File: src/rtl/ddr_pkg.sv
// ddr_pkg
// Shared definitions for the MIG user-interface arbiter: arbiter state
// encoding, MIG app_cmd opcodes and the default geometry parameters.
package ddr_pkg;

    typedef enum logic [1:0] {
        ST_IDLE     = 2'd0,
        ST_WR       = 2'd1,
        ST_RD       = 2'd2,
        ST_RD_DRAIN = 2'd3
    } state_t;

    localparam logic [2:0] APP_CMD_WR = 3'b000;
    localparam logic [2:0] APP_CMD_RD = 3'b001;

    localparam int DEF_ADDR_W    = 25;
    localparam int DEF_LEN_W     = 16;
    localparam int DEF_DATA_W    = 128;
    localparam int DEF_ADDR_STEP = 8;

endpackage

File: src/rtl/ddr_burst_cnt.sv
// ddr_burst_cnt
// Loadable beat counter with a compare against the burst length.
// Ports:
//   clk, rst  : clock, synchronous active-high reset
//   clr       : restart the count at zero (new burst granted)
//   inc       : one beat completed this cycle
//   len       : burst length in beats
//   hit       : count already equals len (burst complete)
//   hit_next  : count equals len after this cycle's increment
module ddr_burst_cnt
    import ddr_pkg::*;
#(
    parameter int LEN_W = DEF_LEN_W
) (
    input  logic             clk,
    input  logic             rst,
    input  logic             clr,
    input  logic             inc,
    input  logic [LEN_W-1:0] len,
    output logic             hit,
    output logic             hit_next
);

    logic [LEN_W-1:0] count;

    always_ff @(posedge clk) begin
        if (rst || clr) begin
            count <= '0;
        end else if (inc) begin
            count <= count + LEN_W'(1);
        end
    end

    // inc is only asserted while count < len, so count + 1 never wraps here.
    assign hit      = (count == len);
    assign hit_next = hit || (inc && ((count + LEN_W'(1)) == len));

endmodule

File: src/rtl/ddr_app_arbiter.sv
// ddr_app_arbiter
// Owns the MIG app_* interface and shares it round-robin between one write
// requester and one read requester, expanding each granted request into a
// burst of 128-bit app commands at consecutive addresses.
// Ports:
//   ui_clk, ui_clk_sync_rst       : MIG user clock, synchronous active-high reset
//   init_calib_complete           : new grants are held off while low
//   wr_req/addr/len, wr_ack/done  : write request, one-cycle grant and completion
//   rd_req/addr/len, rd_ack/done  : read request, one-cycle grant and completion
//   wr_data/mask/dvalid, wr_dready: write beat stream (mask 1 = byte masked)
//   rd_data, rd_dvalid            : returned read beats
//   app_*                         : MIG user interface
module ddr_app_arbiter
    import ddr_pkg::*;
#(
    parameter int ADDR_W    = DEF_ADDR_W,
    parameter int LEN_W     = DEF_LEN_W,
    parameter int DATA_W    = DEF_DATA_W,
    parameter int ADDR_STEP = DEF_ADDR_STEP
) (
    input  logic                ui_clk,
    input  logic                ui_clk_sync_rst,
    input  logic                init_calib_complete,

    input  logic                wr_req,
    input  logic [ADDR_W-1:0]   wr_addr,
    input  logic [LEN_W-1:0]    wr_len,
    output logic                wr_ack,
    output logic                wr_done,
    input  logic [DATA_W-1:0]   wr_data,
    input  logic [DATA_W/8-1:0] wr_mask,
    input  logic                wr_dvalid,
    output logic                wr_dready,

    input  logic                rd_req,
    input  logic [ADDR_W-1:0]   rd_addr,
    input  logic [LEN_W-1:0]    rd_len,
    output logic                rd_ack,
    output logic                rd_done,
    output logic [DATA_W-1:0]   rd_data,
    output logic                rd_dvalid,

    output logic [27:0]         app_addr,
    output logic [2:0]          app_cmd,
    output logic                app_en,
    output logic [DATA_W-1:0]   app_wdf_data,
    output logic [DATA_W/8-1:0] app_wdf_mask,
    output logic                app_wdf_wren,
    output logic                app_wdf_end,
    input  logic                app_rdy,
    input  logic                app_wdf_rdy,
    input  logic                app_rd_data_valid,
    input  logic [DATA_W-1:0]   app_rd_data
);

    state_t             state, state_next;
    logic [ADDR_W-1:0]  addr_q;
    logic [LEN_W-1:0]   len_q;
    logic               last_wr;

    logic grant_wr, grant_rd;
    logic set_wr_done, set_rd_done;
    logic issue_inc, issue_hit, issue_hit_next;
    logic ret_inc, ret_hit, ret_hit_next;
    logic in_wr, in_rd, in_rx, wr_beat;

    ddr_burst_cnt #(.LEN_W(LEN_W)) u_issue_cnt (
        .clk      (ui_clk),
        .rst      (ui_clk_sync_rst),
        .clr      (grant_wr || grant_rd),
        .inc      (issue_inc),
        .len      (len_q),
        .hit      (issue_hit),
        .hit_next (issue_hit_next)
    );

    ddr_burst_cnt #(.LEN_W(LEN_W)) u_ret_cnt (
        .clk      (ui_clk),
        .rst      (ui_clk_sync_rst),
        .clr      (grant_wr || grant_rd),
        .inc      (ret_inc),
        .len      (len_q),
        .hit      (ret_hit),
        .hit_next (ret_hit_next)
    );

    // Datapath decode. Kept apart from the next-state process because the
    // counters' hit_next depends on issue_inc/ret_inc.
    assign in_wr = (state == ST_WR);
    assign in_rd = (state == ST_RD);
    assign in_rx = (state == ST_RD) || (state == ST_RD_DRAIN);

    // Command and write data always go out together in a write burst.
    assign wr_beat      = in_wr && wr_dvalid && !issue_hit;
    assign app_en       = wr_beat || (in_rd && !issue_hit);
    assign app_wdf_wren = wr_beat;
    assign app_wdf_end  = wr_beat;
    assign app_cmd      = in_rx ? APP_CMD_RD : APP_CMD_WR;
    assign app_addr     = {{(28-ADDR_W){1'b0}}, addr_q};
    assign app_wdf_data = wr_data;
    assign app_wdf_mask = wr_mask;

    assign issue_inc = app_en && app_rdy && (in_rd || app_wdf_rdy);
    assign wr_dready = in_wr && issue_inc;

    // Returns outside a read burst (e.g. left over from before a reset) are dropped.
    assign rd_data   = app_rd_data;
    assign rd_dvalid = in_rx && app_rd_data_valid;
    assign ret_inc   = rd_dvalid;

    always_comb begin
        state_next  = state;
        grant_wr    = 1'b0;
        grant_rd    = 1'b0;
        set_wr_done = 1'b0;
        set_rd_done = 1'b0;
        unique case (state)
            ST_IDLE: begin
                // A pending done pulse marks the cycle right after a burst;
                // holding off here guarantees one quiet IDLE cycle afterwards.
                if (init_calib_complete && !wr_done && !rd_done) begin
                    if (wr_req && (!rd_req || !last_wr)) begin
                        grant_wr   = 1'b1;
                        state_next = ST_WR;
                    end else if (rd_req) begin
                        grant_rd   = 1'b1;
                        state_next = ST_RD;
                    end
                end
            end
            ST_WR: begin
                if (issue_hit_next) begin
                    set_wr_done = 1'b1;
                    state_next  = ST_IDLE;
                end
            end
            ST_RD: begin
                if (ret_hit_next) begin
                    set_rd_done = 1'b1;
                    state_next  = ST_IDLE;
                end else if (issue_hit_next) begin
                    state_next = ST_RD_DRAIN;
                end
            end
            ST_RD_DRAIN: begin
                if (ret_hit_next) begin
                    set_rd_done = 1'b1;
                    state_next  = ST_IDLE;
                end
            end
            default: state_next = ST_IDLE;
        endcase
    end

    always_ff @(posedge ui_clk) begin
        if (ui_clk_sync_rst) begin
            state   <= ST_IDLE;
            addr_q  <= '0;
            len_q   <= '0;
            last_wr <= 1'b0;
            wr_ack  <= 1'b0;
            rd_ack  <= 1'b0;
            wr_done <= 1'b0;
            rd_done <= 1'b0;
        end else begin
            state   <= state_next;
            wr_ack  <= grant_wr;
            rd_ack  <= grant_rd;
            wr_done <= set_wr_done;
            rd_done <= set_rd_done;
            if (grant_wr) begin
                addr_q  <= wr_addr;
                len_q   <= wr_len;
                last_wr <= 1'b1;
            end else if (grant_rd) begin
                addr_q  <= rd_addr;
                len_q   <= rd_len;
                last_wr <= 1'b0;
            end else if (issue_inc) begin
                // Wraps modulo 2^ADDR_W by register width.
                addr_q <= addr_q + ADDR_W'(ADDR_STEP);
            end
        end
    end

endmodule

File: config.mk
export PLATFORM = sky130hd
export DESIGN_NAME = ddr_app_arbiter
export DESIGN_NICKNAME = d
export VERILOG_FILES = /design/src/rtl/ddr_pkg.sv /design/src/rtl/ddr_burst_cnt.sv /design/src/rtl/ddr_app_arbiter.sv
export SDC_FILE = /design/constraint.sdc
export NUM_CORES = 1
export LEC_CHECK = 0
export BUFFER_PORTS_ARGS = -buffer_cell sky130_fd_sc_hd__buf_4
export CELL_PAD_IN_SITES_DETAIL_PLACEMENT = 1
export CELL_PAD_IN_SITES_GLOBAL_PLACEMENT = 1
export CORE_AREA = 2 2 261 263
export CTS_CLUSTER_SIZE = 14
export DETAILED_ROUTE_END_ITERATION = 10
export DIE_AREA = 0 0 263 265
export GPL_TIMING_DRIVEN = 0
export PLACE_DENSITY_LB_ADDON = 0.1
export REMOVE_ABC_BUFFERS = 1
export SLEW_MARGIN = 20
export SYNTH_ARGS = -nofsm -noshare
export SYNTH_HDL_FRONTEND = slang
export SYNTH_HIERARCHICAL = 1
export SYNTH_SLANG_ARGS = --single-unit
File: constraint.sdc
create_clock -name ui_clk -period 5.75 [get_ports ui_clk]
set_input_delay 1.4375 -clock ui_clk [delete_from_list [all_inputs] [get_ports ui_clk]]
set_output_delay 1.4375 -clock ui_clk [all_outputs]
set_load 0.05 [all_outputs]
==> results.ini, run 1 <==
[status]
status = completed

[floorplanning]
die_x_um = 263
fp.coreArea_um2 = 66800
ioPinCount = 675
die_y_um = 265
initial_core_util_pct = 11.0
rows = 95
die_area_um2 = 69700

[layout]
insertedDiodeCount = 0
fin_nets = 1118
fin_area_um2 = 7520
mostFrequentLayoutCells = buf_4, dfxtp_1, nor2_1
layout.cells.non_filler = 1630
drive_gt1_share_pct = 24.0
layout.cells.most_common = buf_4
area_growth_pct = 2.35
num-fill-cells = 7933
final_core_util_pct = 11.3

[setup_path]
crit_type = flop to flop
path_max_fanout = 22
r2r-start = u_issue_cnt/count[4]$_SDFFE_PP0P_
crit_path_start = u_issue_cnt/count[4]$_SDFFE_PP0P_
endpoint = state[0]$_SDFFE_PP0P_
timing.rr.end = state[0]$_SDFFE_PP0P_
worstPathRequired_ps = 6050
critPathCaptureType = flop
start_kind = flop
r2r_slack_ps = 970
reg2reg_depth = 13
crit_arrival_ps = 5070

[grt]
grt_max_degree = 47
overflow = 0
grt_antenna_before_repair = 6
grt_pass1_vias = 6693
gr-usage-all-layers_pct = 32.8
grt_pass1_wl_mm = 134

[clock_network]
postCtsSetupBuffers = 0
clkTransAtPathRegs_ps = 70
cts.repair.resized = 0
cts-root-buf = clkbuf_16
htreeDepth = 3
cts_inserted_buffers = 9
clockBufferDepth = 2
postCtsHoldBufs = 0
cts_tree = done
cts_num_sinks = 80
clk_latency_ps = 400

[power]
leakagePower_nw = 2.51
p_per_area_nw_per_um2 = 259
ir_drop_mv = 0.134

[place]
portBuffers = 125
hpwlAfterDp_mm = 109
place_inst = 1614
place_area_um2 = 7180
place_ws_ps = 649
place.gp.congestion = 1.36

[route]
highest_layer = met5
drcViolationCount = 0
vias = 7084
met3_length_mm = 33.7
wl_met1_mm = 18.1
drt-vias-per-instance = 4.35
first_pass_iters = 5
met2_length_mm = 52.2
wl_per_cell_um = 71.6
drtAntennaViolNets = 0
wl_mm = 117
first_iter_violations = 676

[timing]
setup_ws_ps = 971
skew_ps = 10.4
max_freq_mhz = 209
rsz0062_at_grt = false
maxSlewHeadroom_pct = 30.1
fin_setup_tns_ps = 0
tightest_slew_ps = 1050
finalSetupViolCount = 0
drv_slew = 0
timing.final.crit_period_ps = 4780
period_share_pct = 83.1
finalHoldViolCount = 0

[hold_path]
hold_path_class = flop to flop

[job]
drv_cap = 0

[synth]
synth_area_um2 = 7350
synthCells = 925
avgSynthCellArea_um2 = 7.94
ys_warn_count = 6

-- cell type report --
type | instances | area (um2) | area share (%)
clock buffer | 12 | 267 | 3.54
multi-input combinational | 512 | 3390 | 45.1
inverter | 10 | 37.5 | 0.499
clock inverter | 4 | 73.8 | 0.982
timing repair buffer | 139 | 1060 | 14.1
sequential | 80 | 1600 | 21.3
tap | 873 | 1090 | 14.5
-- power breakdown --
part           internal [mW]  total [mW]  switching [mW]
Sequential             0.590       0.660          0.0702
Combinational          0.201       0.553           0.352
Clock                  0.418       0.733           0.315
-- sequential cells by signal, indices dropped and copies added, names as in the netlist --
| name | cells |
|---|---|
| addr_q | 25 |
| state | 2 |
| rd_done | 1 |
| u_issue_cnt/count | 16 |
| rd_ack | 1 |
| u_ret_cnt/count | 16 |
| len_q | 16 |
| wr_ack | 1 |
| last_wr | 1 |
| wr_done | 1 |
-- worst min path at each step --
stage | start | endpoint | depth (start not counted)
after floorplan | u_issue_cnt/count[14]$_SDFFE_PP0P_ | u_issue_cnt/count[14]$_SDFFE_PP0P_ | 2
after global placement | addr_q[24]$_SDFFE_PP0P_ | addr_q[24]$_SDFFE_PP0P_ | 2
after detailed placement | addr_q[24]$_SDFFE_PP0P_ | addr_q[24]$_SDFFE_PP0P_ | 2
after CTS | addr_q[24]$_SDFFE_PP0P_ | addr_q[24]$_SDFFE_PP0P_ | 2
after global routing | addr_q[24]$_SDFFE_PP0P_ | addr_q[24]$_SDFFE_PP0P_ | 2
final | addr_q[24]$_SDFFE_PP0P_ | addr_q[24]$_SDFFE_PP0P_ | 2
-- layer usage --
metal | GRT usage (%) | up-vias
li1 | - | 2635
met1 | 14.0 | 3204
met2 | 51.8 | 1024
met3 | 45.1 | 177
met4 | 26.0 | 44
met5 | 17.8 | -
-- through the flow --
step / power [mW] / hold slack, ps
after floorplan: 0.958 / 482
after global placement: 1.23 / 487
after detailed placement: 1.24 / 485
after CTS: 2.00 / 498
after global routing: 2.05 / 549
final: 1.95 / 498
-- worst max-delay path, cell delays in order, from the launching register on --
cell	delay, ps
dfxtp_1	550
xor2_1	350
nor4_1	110
nand4_1	90
or4_1	200
inv_1	110
a211o_1	430
inv_1	820
o2111ai_1	230
a311o_1	320
or4_1	540
o41ai_2	490
mux2i_1	140
a221oi_1	290
Power figures use the tool's default switching activity.
==> inputs of run 2 (changes only) <==
CORE_AREA = 2 2 263 265   (was 2 2 261 263)
DIE_AREA = 0 0 265 267   (was 0 0 263 265)
clock period = 4.85 ns   (was 5.75 ns; I/O delays follow)
==> run 2 against run 1 <==
Against the previous run:
- register-to-register slack got worse by 510 ps
- wire length fell by 1.1%
- combinational power rose by 18%
- highest routed layer unchanged
- sequential share of layout area rose by 0.11 points
- critical path depth did not move
- total power rose by 12%
- largest power group is now sequential cells
==> results.ini, run 2 (synthesis gave the netlist of run 1 again) <==
[grt]
overflow = 0  ; unchanged
gr-usage-all-layers_pct = 32.0  ; was 32.8%
grt_pass1_wl_mm = 132  ; was 134 mm
grt_pass1_vias = 6771  ; was 6693
grt_antenna_before_repair = 3  ; was 6
grt_max_degree = 47  ; unchanged

[setup_path]
crit_slowest_cell = dfxtp_1  ; was inv_1
path_common_cell = or4_1
start_kind = flop  ; unchanged
worstPathRequired_ps = 5140  ; was 6050 ps
slowest_delay_ps = 610  ; was 820 ps
crit_arrival_ps = 4680  ; was 5070 ps
critPathTopFamily = compound AO/OA/AOI/OAI gates  ; unchanged
path_max_fanout = 22  ; unchanged
crit_type = flop to flop  ; unchanged
cp_num_buf_inv = 2  ; unchanged
critPathCaptureType = flop  ; unchanged
crit_chain = xor2_1 -> nor2_1 -> nand4_1 -> or4_1 -> inv_1 -> a211o_1 -> clkinvlp_4 -> o2111ai_1 -> a311o_1 -> or4_1 -> o41ai_2 -> mux2i_1 -> a221oi_1  ; was xor2_1 -> nor4_1 -> nand4_1 -> or4_1 -> inv_1 -> a211o_1 -> inv_1 -> o2111ai_1 -> a311o_1 -> or4_1 -> o41ai_2 -> mux2i_1 -> a221oi_1

[floorplanning]
die_area_um2 = 70800  ; was 69700 um2
die_x_um = 265  ; was 263 um
fp.coreArea_um2 = 68000  ; was 66800 um2
ioPinCount = 675  ; unchanged
initial_core_util_pct = 10.8  ; was 11.0%
rows = 96  ; was 95
die_y_um = 267  ; was 265 um

[power]
leakagePower_nw = 2.47  ; was 2.51 nW
p_total_mw = 2.17  ; was 1.95 mW
ir_drop_mv = 0.128  ; was 0.134 mV
p_per_area_nw_per_um2 = 291  ; was 259 nW/um2

[timing]
drv_slew = 0  ; unchanged
rsz0062_at_grt = false  ; unchanged
fin_setup_tns_ps = 0  ; unchanged
skew_ps = 16.2  ; was 10.4 ps
timing.final.crit_period_ps = 4390  ; was 4780 ps
maxSlewHeadroom_pct = 35.4  ; was 30.1%
tightest_slew_ps = 967  ; was 1050 ps
finalSetupViolCount = 0  ; unchanged
finalHoldViolCount = 0  ; unchanged
period_share_pct = 90.5  ; was 83.1%
max_freq_mhz = 228  ; was 209 MHz

[clock_network]
cts.repair.resized = 0  ; unchanged
postCtsSetupBuffers = 0  ; unchanged
cts_num_sinks = 80  ; unchanged
htreeDepth = 3  ; unchanged
clockBufferDepth = 2  ; unchanged
cts_tree = done  ; unchanged
postCtsHoldBufs = 0  ; unchanged
clk_latency_ps = 390  ; was 400 ps
cts_inserted_buffers = 9  ; unchanged
clkTransAtPathRegs_ps = 70  ; about the same
cts-root-buf = clkbuf_16  ; unchanged

[layout]
mostFrequentLayoutCells = buf_4, dfxtp_1, nor2_1  ; unchanged
drive_gt1_share_pct = 24.1  ; was 24.0%
regMostFlops = addr_q  ; unchanged
fin_nets = 1117  ; was 1118
layout.cells.most_common = buf_4  ; unchanged
final_core_util_pct = 11.0  ; was 11.3%
num-fill-cells = 8102  ; was 7933
largest_register_ffs = 25  ; unchanged
fin_area_um2 = 7480  ; was 7520 um2
area_growth_pct = 1.81  ; was 2.35%
layout.cells.non_filler = 1639  ; was 1630

[route]
first_pass_iters = 7  ; was 5
drcViolationCount = 0  ; unchanged
drt-vias-per-instance = 4.25  ; was 4.35
first_iter_violations = 649  ; was 676
wl_per_cell_um = 70.5  ; was 71.6 um
drtAntennaViolNets = 0  ; unchanged
vias = 6965  ; was 7084
wl_mm = 115  ; was 117 mm

[place]
hpwlAfterDp_mm = 108  ; was 109 mm
place_area_um2 = 7190  ; was 7180 um2
place.gp.congestion = 1.41  ; was 1.36
portBuffers = 125  ; unchanged
place_inst = 1622  ; was 1614

[status]
status = completed  ; unchanged

[job]
drv_cap = 0  ; unchanged

[hold_path]
hold_path_class = flop to flop  ; unchanged

run 2: power breakdown:
| part | total, mW | internal (mW) | switching, mW |
|---|---|---|---|
| registers | 0.785 | 0.699 | 0.0856 |
| logic | 0.653 | 0.238 | 0.414 |
| clock network | 0.737 | 0.374 | 0.362 |
| total | 2.17 | 1.31 | 0.862 |
run 2: worst paths after layout:
path	start	end	slack, ps	cells past startpoint
setup / recovery	u_issue_cnt/count[3]$_SDFFE_PP0P_	state[0]$_SDFFE_PP0P_	460	13
hold / removal	addr_q[24]$_SDFFE_PP0P_	addr_q[24]$_SDFFE_PP0P_	490	2
setup reg to reg	u_issue_cnt/count[3]$_SDFFE_PP0P_	state[0]$_SDFFE_PP0P_	460	13
hold reg to reg	addr_q[24]$_SDFFE_PP0P_	addr_q[24]$_SDFFE_PP0P_	490	2
run 2: area by class of cell:
type | count | area (um2) | area share [%]
Antenna cell | 1 | 2.50 | 0.0335
Clock buffer | 11 | 253 | 3.38
Clock inverter | 5 | 28.8 | 0.385
Inverter | 10 | 41.3 | 0.552
Multi-Input combinational cell | 512 | 3390 | 45.4
Sequential cell | 80 | 1600 | 21.4
Tap cell | 882 | 1100 | 14.8
Timing Repair Buffer | 138 | 1050 | 14.1
run 2: worst reg2reg max path, cell delays in order (launching register included):
cell and delay, ps:
dfxtp_1 610, xor2_1 330, nor2_1 90, nand4_1 90, or4_1 180, inv_1 140
a211o_1 440, clkinvlp_4 500, o2111ai_1 200, a311o_1 290, or4_1 540, o41ai_2 460
mux2i_1 140, a221oi_1 280
run 2: per-stage QoR:
step / setup slack, ps / hold WS [ps]
final: 462 / 494
after global routing: 70.9 / 531
after CTS: 22.4 / 499
after detailed placement: 38.3 / 489
after global placement: -2860 / 485
after floorplan: 243 / 482
run 2: routing by layer:
metal  routed length (um)  global-route usage, %  vias up
met5                  982                   11.5        -
met4                10000                   23.3       30
met3                33600                   44.4      151
met2                52700                   52.0      961
met1                18200                   13.5     3188
li1                     -                      -     2635
==> inputs of run 3 (changes only) <==
REMOVE_ABC_BUFFERS = unset   (was 1)
clock period = 4.4 ns   (was 4.85 ns; I/O delays follow)
==> run 3 against run 2 <==
Against the previous run:
- sequential cell count stayed put
- die area stayed put
- sequential share of layout area is 7.8 points lower
- final cell count is 36% higher
- clock power is 4.3% higher
==> results.ini, run 3 (synthesis gave the netlist of run 1 again) <==
[status]
status = completed  ; unchanged

[power]
p_clk_share_pct = 23.9  ; was 33.9%
ir_drop_mv = 0.147  ; was 0.128 mV
sw_frac_of_total_pct = 46.0  ; was 39.7%
p_per_area_nw_per_um2 = 274  ; was 291 nW/um2
leakagePower_nw = 5.21  ; was 2.47 nW
p_seq_share_pct = 26.7  ; was 36.1%
power_frac_comb_pct = 49.4  ; was 30.0%
netSwitchingPower_mw = 1.48  ; was 862 uW
p_int_mw = 1.74  ; was 1.31 mW

[clock_network]
postCtsSetupBuffers = 0  ; unchanged
cts_inserted_buffers = 9  ; unchanged
htreeDepth = 3  ; unchanged
clk_latency_ps = 370  ; was 390 ps
clockBufferDepth = 2  ; unchanged
cts_num_sinks = 80  ; unchanged
clkTransAtPathRegs_ps = 70  ; about the same
cts-root-buf = clkbuf_16  ; unchanged
cts_tree = done  ; unchanged

[floorplanning]
fp.coreArea_um2 = 68000  ; unchanged
die_area_um2 = 70800  ; unchanged
ioPinCount = 675  ; unchanged
initial_core_util_pct = 10.8  ; unchanged
rows = 96  ; unchanged
die_x_um = 265  ; unchanged
die_y_um = 267  ; unchanged

[place]
place_ws_ps = -33.1  ; was 38.3 ps
hpwlAfterDp_mm = 33.3  ; was 108 mm
place.gp.congestion = 0.742  ; was 1.41
portBuffers = 397  ; was 125

[timing]
fin_setup_tns_ps = 0  ; unchanged
timing.final.crit_period_ps = 4000  ; was 4390 ps
period_share_pct = 90.9  ; was 90.5%
tightest_slew_ps = 959  ; was 967 ps
drv_slew = 0  ; unchanged
rsz0062_at_grt = false  ; unchanged
skew_ps = 13.3  ; was 16.2 ps
max_freq_mhz = 250  ; was 228 MHz
finalHoldViolCount = 0  ; unchanged
maxSlewHeadroom_pct = 36.0  ; was 35.4%
setup_ws_ps = 401  ; was 462 ps
finalSetupViolCount = 0  ; unchanged

[grt]
grt_max_degree = 14  ; was 47
overflow = 0  ; unchanged
grt_pass1_wl_mm = 55.5  ; was 132 mm
grt_antenna_before_repair = 2  ; was 3
gr-usage-all-layers_pct = 10.6  ; was 32.0%
grt_pass1_vias = 8230  ; was 6771

[layout]
regMostFlops = addr_q  ; unchanged
final_core_util_pct = 17.3  ; was 11.0%
area_growth_pct = 59.8  ; was 1.81%
layout.cells.most_common = buf_4  ; unchanged
largest_register_ffs = 25  ; unchanged
fin_nets = 1703  ; was 1117
drive_gt1_share_pct = 55.2  ; was 24.1%
mostFrequentLayoutCells = buf_4, dfxtp_1, nor2_1  ; unchanged

[route]
first_iter_violations = 354  ; was 649
wl_per_cell_um = 18.0  ; was 70.5 um
wl_mm = 39.9  ; was 115 mm
drcViolationCount = 0  ; unchanged
drtAntennaViolNets = 0  ; unchanged
drt-vias-per-instance = 3.60  ; was 4.25
vias = 8013  ; was 6965
first_pass_iters = 5  ; was 7

[setup_path]
start_kind = flop  ; unchanged
critPathCaptureType = flop  ; unchanged
worstPathRequired_ps = 4670  ; was 5140 ps
crit_arrival_ps = 4270  ; was 4680 ps
r2r-start = u_issue_cnt/count[3]$_SDFFE_PP0P_  ; unchanged
timing.rr.end = state[0]$_SDFFE_PP0P_  ; unchanged
reg2reg_depth = 15  ; was 13
path_max_fanout = 12  ; was 22
r2r_slack_ps = 400  ; was 460 ps
crit_type = flop to flop  ; unchanged

[hold_path]
hold_path_class = flop to flop  ; unchanged
hp-start = addr_q[24]$_SDFFE_PP0P_  ; unchanged
whs_path_depth = 2  ; unchanged
whs_endpoint = addr_q[24]$_SDFFE_PP0P_  ; unchanged

[job]
drv_cap = 0  ; unchanged

run 3: worst max path at each step:
| stage | startpoint | depth (start not counted) | end | slack, ps |
|---|---|---|---|---|
| after floorplan | wr_dvalid | 2 | app_wdf_wren | 620 |
| after global placement | len_q[14]$_SDFFE_PP0P_ | 14 | state[0]$_SDFFE_PP0P_ | -90 |
| after detailed placement | u_issue_cnt/count[3]$_SDFFE_PP0P_ | 15 | state[0]$_SDFFE_PP0P_ | -30 |
| after CTS | u_issue_cnt/count[3]$_SDFFE_PP0P_ | 15 | state[0]$_SDFFE_PP0P_ | 120 |
| after global routing | u_issue_cnt/count[3]$_SDFFE_PP0P_ | 15 | state[0]$_SDFFE_PP0P_ | 20 |
| final | u_issue_cnt/count[3]$_SDFFE_PP0P_ | 15 | state[0]$_SDFFE_PP0P_ | 400 |
run 3: area by class of cell:
cell class / instances / area [um2]
Buffer: 327 / 2350
Sequential cell: 80 / 1600
Multi-Input combinational cell: 512 / 3390
Fill cell: 8150 / 56200
Inverter: 10 / 37.5
Timing Repair Buffer: 397 / 2980
Clock buffer: 10 / 239
Clock inverter: 6 / 35.0
Antenna cell: 1 / 2.50
Tap cell: 882 / 1100
run 3: timing repair:
item                                   CTS  global route
hold buffers                             0             0
pin swaps                                0             0
gates resized for setup                  2             1
setup endpoints to repair                1             2
endpoints found under the hold margin    0             0
run 3: per-stage QoR:
stage | power [mW] | cells | hold WS [ps] | cell area [um2]
2_1_floorplan | 1.94 | 929 | 482 | 7360
3_3_place_gp | 2.49 | 2208 | 480 | 11400
3_5_place_dp | 2.49 | 2208 | 488 | 11400
4_1_cts | 3.31 | 2224 | 496 | 11700
5_1_grt | 3.40 | 2225 | 538 | 11700
6_report | 3.22 | 2225 | 495 | 11700
run 3: power by group through the flow:
stage / Sequential (mW) / Clock, mW / Combinational [mW]
floorplan: 0.941 / 0 / 0.998
finish: 0.860 / 0.769 / 1.59
detailed placement: 0.879 / 0 / 1.61
global route: 0.872 / 0.844 / 1.69
global placement: 0.878 / 0 / 1.61
CTS: 0.863 / 0.823 / 1.62
run 3: layer usage:
layer	vias to the layer above	track usage, %	wire (um)
li1	3809	-	-
met1	3881	12.6	16100
met2	303	19.4	20900
met3	18	2.80	2580
met4	2	1.79	296
met5	-	0	13
run 3: critical path, stage by stage (launching register included):
cell	delay, ps
dfxtp_1	320
buf_2	240
xor2_1	260
nor2_1	80
nand4_1	110
or4_4	190
inv_1	80
a211o_1	410
inv_1	140
buf_4	250
o2111ai_1	170
a311o_1	290
or4_1	540
o41ai_4	420
mux2i_1	130
a221oi_1	270
